### src/rtl/dist_ram_pkg.sv
// Shared types and defaults for the distributed RAM with byte enables and a clear sweep.
// DIST_RAM_OUT_REG_EN (top level) selects a registered read port.
package dist_ram_pkg;

  typedef enum logic {
    CLEAR = 1'b0,
    IDLE  = 1'b1
  } state_e;

  localparam int DEF_DATA_W = 16;
  localparam int DEF_BYTE_W = 8;
  localparam int DEF_ADDR_W = 6;

  function automatic int num_lanes(input int data_w, input int byte_w);
    return data_w / byte_w;
  endfunction

endpackage

### src/rtl/dist_ram_clr_seq.sv
// Clear sequencer: walks every address once after reset or a clr request,
// reporting busy and producing the sweep address and write strobe.
module dist_ram_clr_seq
  import dist_ram_pkg::*;
#(
  parameter int ADDR_W = DEF_ADDR_W
) (
  input  logic              clk,
  input  logic              rst,
  input  logic              clr,
  output logic              busy,
  output logic [ADDR_W-1:0] sweep_addr,
  output logic              sweep_we
);

  state_e            state_q, state_d;
  logic [ADDR_W-1:0] cnt_q, cnt_d;

  always_comb begin
    state_d = state_q;
    cnt_d   = cnt_q;
    case (state_q)
      CLEAR: begin
        cnt_d = cnt_q + 1'b1;
        if (cnt_q == {ADDR_W{1'b1}}) begin
          state_d = IDLE;
        end
      end
      IDLE: begin
        if (clr) begin
          state_d = CLEAR;
          cnt_d   = '0;
        end
      end
      default: state_d = CLEAR;
    endcase
  end

  always_ff @(posedge clk) begin
    if (rst) begin
      state_q <= CLEAR;
      cnt_q   <= '0;
    end else begin
      state_q <= state_d;
      cnt_q   <= cnt_d;
    end
  end

  assign busy       = (state_q == CLEAR);
  // No sweep write lands while reset is held; the sweep restarts at 0 afterwards.
  assign sweep_we   = busy & ~rst;
  assign sweep_addr = cnt_q;

endmodule

### src/rtl/dist_ram_sp_be_clr.sv
// Single-port LUT RAM, async read, per-byte write enables, hardware clear sweep.
// Define DIST_RAM_OUT_REG_EN for a registered read port (one-cycle latency, resets to 0).
module dist_ram_sp_be_clr
  import dist_ram_pkg::*;
#(
  parameter int                DATA_W    = DEF_DATA_W,
  parameter int                BYTE_W    = DEF_BYTE_W,
  parameter int                ADDR_W    = DEF_ADDR_W,
  parameter logic [DATA_W-1:0] CLEAR_VAL = '0
) (
  input  logic                       clk,
  input  logic                       rst,
  input  logic                       clr,
  input  logic                       we,
  input  logic [DATA_W/BYTE_W-1:0]   be,
  input  logic [ADDR_W-1:0]          a,
  input  logic [DATA_W-1:0]          di,
  output logic [DATA_W-1:0]          dout,
  output logic                       busy
);

  localparam int LANES = num_lanes(DATA_W, BYTE_W);
  localparam int DEPTH = 2 ** ADDR_W;

  generate
    if (DATA_W % BYTE_W != 0) begin : g_bad_width
      $error("DATA_W must be a multiple of BYTE_W");
    end
  endgenerate

  logic              sweep_we;
  logic [ADDR_W-1:0] sweep_addr;

  dist_ram_clr_seq #(
    .ADDR_W(ADDR_W)
  ) u_clr_seq (
    .clk       (clk),
    .rst       (rst),
    .clr       (clr),
    .busy      (busy),
    .sweep_addr(sweep_addr),
    .sweep_we  (sweep_we)
  );

  (* ram_style = "distributed" *) logic [DATA_W-1:0] mem [DEPTH];

  logic [LANES-1:0]  wr_lane_en;
  logic [ADDR_W-1:0] wr_addr;
  logic [DATA_W-1:0] wr_data;

  // Sweep owns the array; a clr in the same cycle drops the user write.
  always_comb begin
    wr_addr    = a;
    wr_data    = di;
    wr_lane_en = '0;
    if (sweep_we) begin
      wr_addr    = sweep_addr;
      wr_data    = CLEAR_VAL;
      wr_lane_en = '1;
    end else if (we && !busy && !clr && !rst) begin
      wr_lane_en = be;
    end
  end

  always_ff @(posedge clk) begin
    for (int i = 0; i < LANES; i++) begin
      if (wr_lane_en[i]) begin
        mem[wr_addr][i*BYTE_W +: BYTE_W] <= wr_data[i*BYTE_W +: BYTE_W];
      end
    end
  end

`ifdef DIST_RAM_OUT_REG_EN
  logic [DATA_W-1:0] dout_q, dout_d;

  always_comb begin
    dout_d = mem[a];
  end

  always_ff @(posedge clk) begin
    if (rst) begin
      dout_q <= '0;
    end else begin
      dout_q <= dout_d;
    end
  end

  assign dout = dout_q;
`else
  assign dout = mem[a];
`endif

endmodule

### config.mk
export PLATFORM = sky130hd
export DESIGN_NAME = dist_ram_sp_be_clr
export DESIGN_NICKNAME = d
export VERILOG_FILES = /design/src/rtl/dist_ram_pkg.sv /design/src/rtl/dist_ram_clr_seq.sv /design/src/rtl/dist_ram_sp_be_clr.sv
export SDC_FILE = /design/constraint.sdc
export NUM_CORES = 1
export LEC_CHECK = 0
export CAP_MARGIN = 25
export CORE_AREA = 2 2 274 276
export CTS_BUF_LIST = sky130_fd_sc_hd__clkbuf_8 sky130_fd_sc_hd__clkbuf_16
export DETAILED_ROUTE_END_ITERATION = 8
export DIE_AREA = 0 0 276 278
export PLACE_DENSITY = 0.73
export SYNTH_ARGS = -nofsm -noshare
export SYNTH_HDL_FRONTEND = slang
export SYNTH_HIERARCHICAL = 1
export SYNTH_SLANG_ARGS = --single-unit
export TNS_END_PERCENT = 50
### constraint.sdc
create_clock -name clk -period 5 [get_ports clk]
set_clock_uncertainty 0.2 [all_clocks]
set_input_delay 1.5 -clock clk [delete_from_list [all_inputs] [get_ports clk]]
set_output_delay 1.5 -clock clk [all_outputs]
set_load 0.05 [all_outputs]
Yosys cells after proc, flatten, opt, wreduce, memory -nomap -nowiden
Memory sizes are Yosys's and may differ from the RTL's.
Index checks and enable logic that the tools add are counted.
{"block": "totals", "register_bits": 7, "ramBits": 1024, "output_inout_bits": 17, "mem_count": 1, "input_bits": 28}
{"block": "op_classes", "n_bitwise": 3, "n_reduce_logical": 5, "n_addsub": 1, "n_mux": 13, "eq_ne": 2}
{"memory": "mem", "words": 64, "width": 16, "rd": 1, "rd_ports_with_merged_regs": 0, "wr": 1, "line_no": "dist_ram_sp_be_clr.sv:45", "source": "(* ram_style = \"distributed\" *) logic [DATA_W-1:0] mem [DEPTH];"}
{"operator": "16-bit two-way mux", "n": 1}
{"operator": "6-bit two-way mux", "n": 2}
{"operator": "6-bit case mux with 2 select lines", "n": 1}
{"operator": "6-bit by 1-bit adder with 6-bit output (second input constant)", "n": 1}
{"operator": "6-bit == test (second input constant)", "n": 1}
{"operator": "1-bit two-way mux", "n": 6}
{"operator": "2-bit two-way mux", "n": 2}
{"operator": "1-bit logical AND", "n": 3}
{"operator": "1-bit zero test", "n": 2}
{"operator": "2-bit != test (second input constant)", "n": 1}
{"operator": "1-bit inverter", "n": 2}
{"operator": "1-bit case mux with 2 select lines", "n": 1}
{"operator": "1-bit AND", "n": 1}

Depth between registers and ports, before layout
{"block": "logic_depth", "ltp_word": 7, "depth_mapped": 9, "mapped_depth_nobuf": 6}

Modules after synthesis
The synthesis kept the hierarchy.
{"mod": "dist_ram_sp_be_clr", "cells_per_inst": 1940, "area_per_inst_um2": 40038.4, "n_inst": 1}
{"mod": "dist_ram_clr_seq", "cells_per_inst": 41, "area_per_inst_um2": 334.1, "n_inst": 1}

Worst setup path before layout
Ideal clock, no wire load.
{"block": "synth_path", "path_type": "input -> output", "from": "input port a[2]", "to": "output port dout[1]", "stages": 7, "slack_ns": -0.833, "arrival_time_ns": 4.133, "path_cell_list": "buf_4 > buf_2 > buf_2 > clkbuf_1 > nand3_1 > and4_1 > nor4_1"}
{"block": "synth_between", "elab_chain_len": 1}
{"element": "start, declared", "line_no": "dist_ram_sp_be_clr.sv:16", "source": "input logic [ADDR_W-1:0] a,"}
{"element": "memory read 64 x 16 bit"}
{"element": "end, declared", "line_no": "dist_ram_sp_be_clr.sv:18", "source": "output logic [DATA_W-1:0] dout,"}
No other way between the ends.

Worst setup path in the final report
{"block": "layout_path", "from": "input port a[0]", "to": "output port dout[7]"}
Same word-level chain as after synthesis.

==> flow_summary.ini <==
[clocking]
clockBufferDepth = 3
h-tree-depth = 3
root_buffer = clkbuf_16
postCtsHoldBufs = 0
path_clk_slew_ns = 0.06
cts_sinks = 1031
worstSkewPairLatency_ns = 0.66
numCtsBuffers = 98
cts_tree = yes

[yosys]
synth_cells = 1981
synthesis.nets = 2010
ys_async_sr_fraction_pct = 0
synth_compound_area_share_pct = 3.55
syn_avg_cell_area_sq_um = 20.4
synth_top_cells_by_count = edfxtp_1 (1024), mux4_2 (202), nor2_1 (171), mux2i_1 (125), a22oi_1 (57)
ys.flop_type = edfxtp_1
synth_fa_ha_area_share_pct = 0.0310
synth_top_family_by_area = multiplexers
muxShareOfSynthArea_pct = 14.8
netlist.area_leader.share_pct = 76.2
synth_seq_cells = 1031
synth_cell_types = 52
ys.warnings.count = 6
synth-xor-area-share_pct = 0
ys_seq_area_share_pct = 76.5
post-synth-top-count-cell = edfxtp_1
synth_area_sq_um = 40400
yosysTopAreaCell = edfxtp_1
synth_area_leaders = edfxtp_1 (76%), mux4_2 (11%), mux2i_1 (3.1%)
synth-edff-count = 1024
synth-simple-area-share_pct = 3.50

[sta]
tightest_slew_ns = 0.753
fin_ws_ns = -0.204
setup_tns_ns = -2.38
finalMaxSlewViolations = 0
rsz0062_at_grt = true
relSlewSlack_pct = 49.7
min_period_ns = 5.20
hold_viol = 0
finalSetupViolCount = 16
fmax_mhz = 192
fin_crit_sh_pct = 104

[setup_path]
crit_path_max_fanout = 8
endpoint_kind = output port
worstSetupStartpointType = primary input
arrival_ns = 3.50
crit_required_ns = 3.30
crit_type = in -> out

[grt]
grtUsageTotal_pct = 26.9
globalRouteOverflowTotal = 0
grt_pass1_wl_um = 149000
grt_max_degree = 65
grt_pass1_vias = 22300
antenna_found_initial = 1

[finish]
nets = 2444
design_area_sq_um = 49400
nFillCells = 4467
diodes = 0
area_delta_synth_final_pct = 22.3
drive_above_1_share_pct = 36.3

[routing]
postRouteAntennaNets = 0
vias = 21900
viasPerCell = 6.33
routed_wl_um = 103000
drt_pass1_iterations = 6
drc = 0
drt_iter0_drc = 2939
wire_per_inst_um = 29.6

[outcome]
status = finished, violations left
failed_checks = negative setup slack

[power]
p_leak_nw = 16.8
power.density_nw_per_um2 = 362
finalPower_w = 0.0179
vdd_drop_max_mv = 0.313

[floorplanning]
dieArea_sq_um = 76700
core_sq_um = 73800
io_pins = 45
fp.dieH_um = 278
rows = 100
start_util_pct = 54.7
die_w_um = 276

[flow_run]
drv_cap = 0

[place]
dp_hpwl_um = 61800
io_buffers = 44
routabilityCongestion = 0.857
dpl_cell_area_sq_um = 44800

[hold_path]
hp-class = reg -> reg
## layout make-up
| type | instances | area [sq um] | area share, % |
|---|---|---|---|
| sequential | 1031 | 30900 | 62.6 |
| clock inverter | 77 | 432 | 0.875 |
| timing repair buffer | 447 | 4530 | 9.19 |
| inverter | 4 | 15.0 | 0.0304 |
| clock buffer | 102 | 2520 | 5.10 |
| multi-input combinational | 833 | 9760 | 19.8 |
| tap | 969 | 1210 | 2.46 |
## power breakdown
group | switching [W] | internal (W) | leakage [nW]
Clock | 0.00308 | 0.00378 | 1.60
Combinational | 0.000835 | 0.000625 | 5.76
Sequential | 0.0000137 | 0.00954 | 9.41
## cells by family (layout without fill, tap and decap cells)
| group | after synthesis | after routing |
|---|---|---|
| AOI/OAI and AO/OA | 180 | 180 |
| adders and majority gates | 1 | 1 |
| buffers and inverters | 117 | 630 |
| DFF | 1031 | 1031 |
| muxes | 341 | 341 |
| and+or+nand+nor | 311 | 311 |
## timing repair
action	4_1_cts	5_1_grt
setup endpoints to repair	16	16
pin swaps	29	14
gates cloned	11	2
gates resized for setup	173	29
setup buffers	16	7
## flip-flops by register name (all words and copies together), names as in the netlist
name,count
u_clr_seq/sweep_addr,6
u_clr_seq/state_q,1
mem,1024
## critical path, stage by stage
cell,delay [ns]
buf_16,0.15
buf_16,0.18
buf_12,0.14
buf_12,0.14
mux2i_1,0.14
a221oi_2,0.44
o221ai_4,0.22
a211oi_2,0.25
buf_4,0.16
buf_12,0.13
## layout by cell type, fill, tap and decap left out, types with 6 or more instances in the layout
cell and instances:
inv_1 42, edfxtp_1 1024, a221oi_1 14, a22oi_2 20, a221oi_2 23, clkdlybuf4s50_1 23
a211oi_4 8, nand3_1 10, buf_6 24, mux2_2 14, nor2_1 163, nor2_2 7
a21oi_1 16, clkinv_2 15, and4_4 6, buf_16 14, buf_12 47, dfxtp_1 7
clkinv_1 15, mux2i_1 115, a22oi_1 37, clkbuf_16 101, nand2_1 45, a221oi_4 8
nor2b_1 16, nor2b_4 18, buf_4 327, mux4_2 202, mux2i_2 7, a211oi_1 11
and3_1 10, a211oi_2 6
## final timing paths
check	from	to	slack, ns	cells after the start
setup / recovery	a[0]	dout[7]	-0.20	10
hold reg to reg	u_clr_seq/sweep_addr[5]	u_clr_seq/sweep_addr[5]	0.47	2
hold / removal	u_clr_seq/sweep_addr[5]	u_clr_seq/sweep_addr[5]	0.47	2
setup reg to reg	u_clr_seq/state_q	mem[58][2]	1.84	7
## routing by layer
layer,track usage [%],wire length [um],vias to the layer above
li1,-,-,9074
met1,36.8,38600,11400
met2,43.1,49500,1240
met3,6.14,10500,239
met4,9.89,4000,2
met5,0,13,-
## through the flow
step                      utilization, %  std cells  worst slack (ns)  hold slack (ns)
final                               66.9       3463            -0.204            0.469
after global routing                66.9       3463            -0.219            0.481
after CTS                           66.5       3452            -0.179            0.419
after detailed placement            60.8       3252            -0.600            0.422
after global placement              60.8       3252            -0.622            0.374
after floorplan                        -       1981            -0.131            0.304
Power figures use the tool's default switching activity.
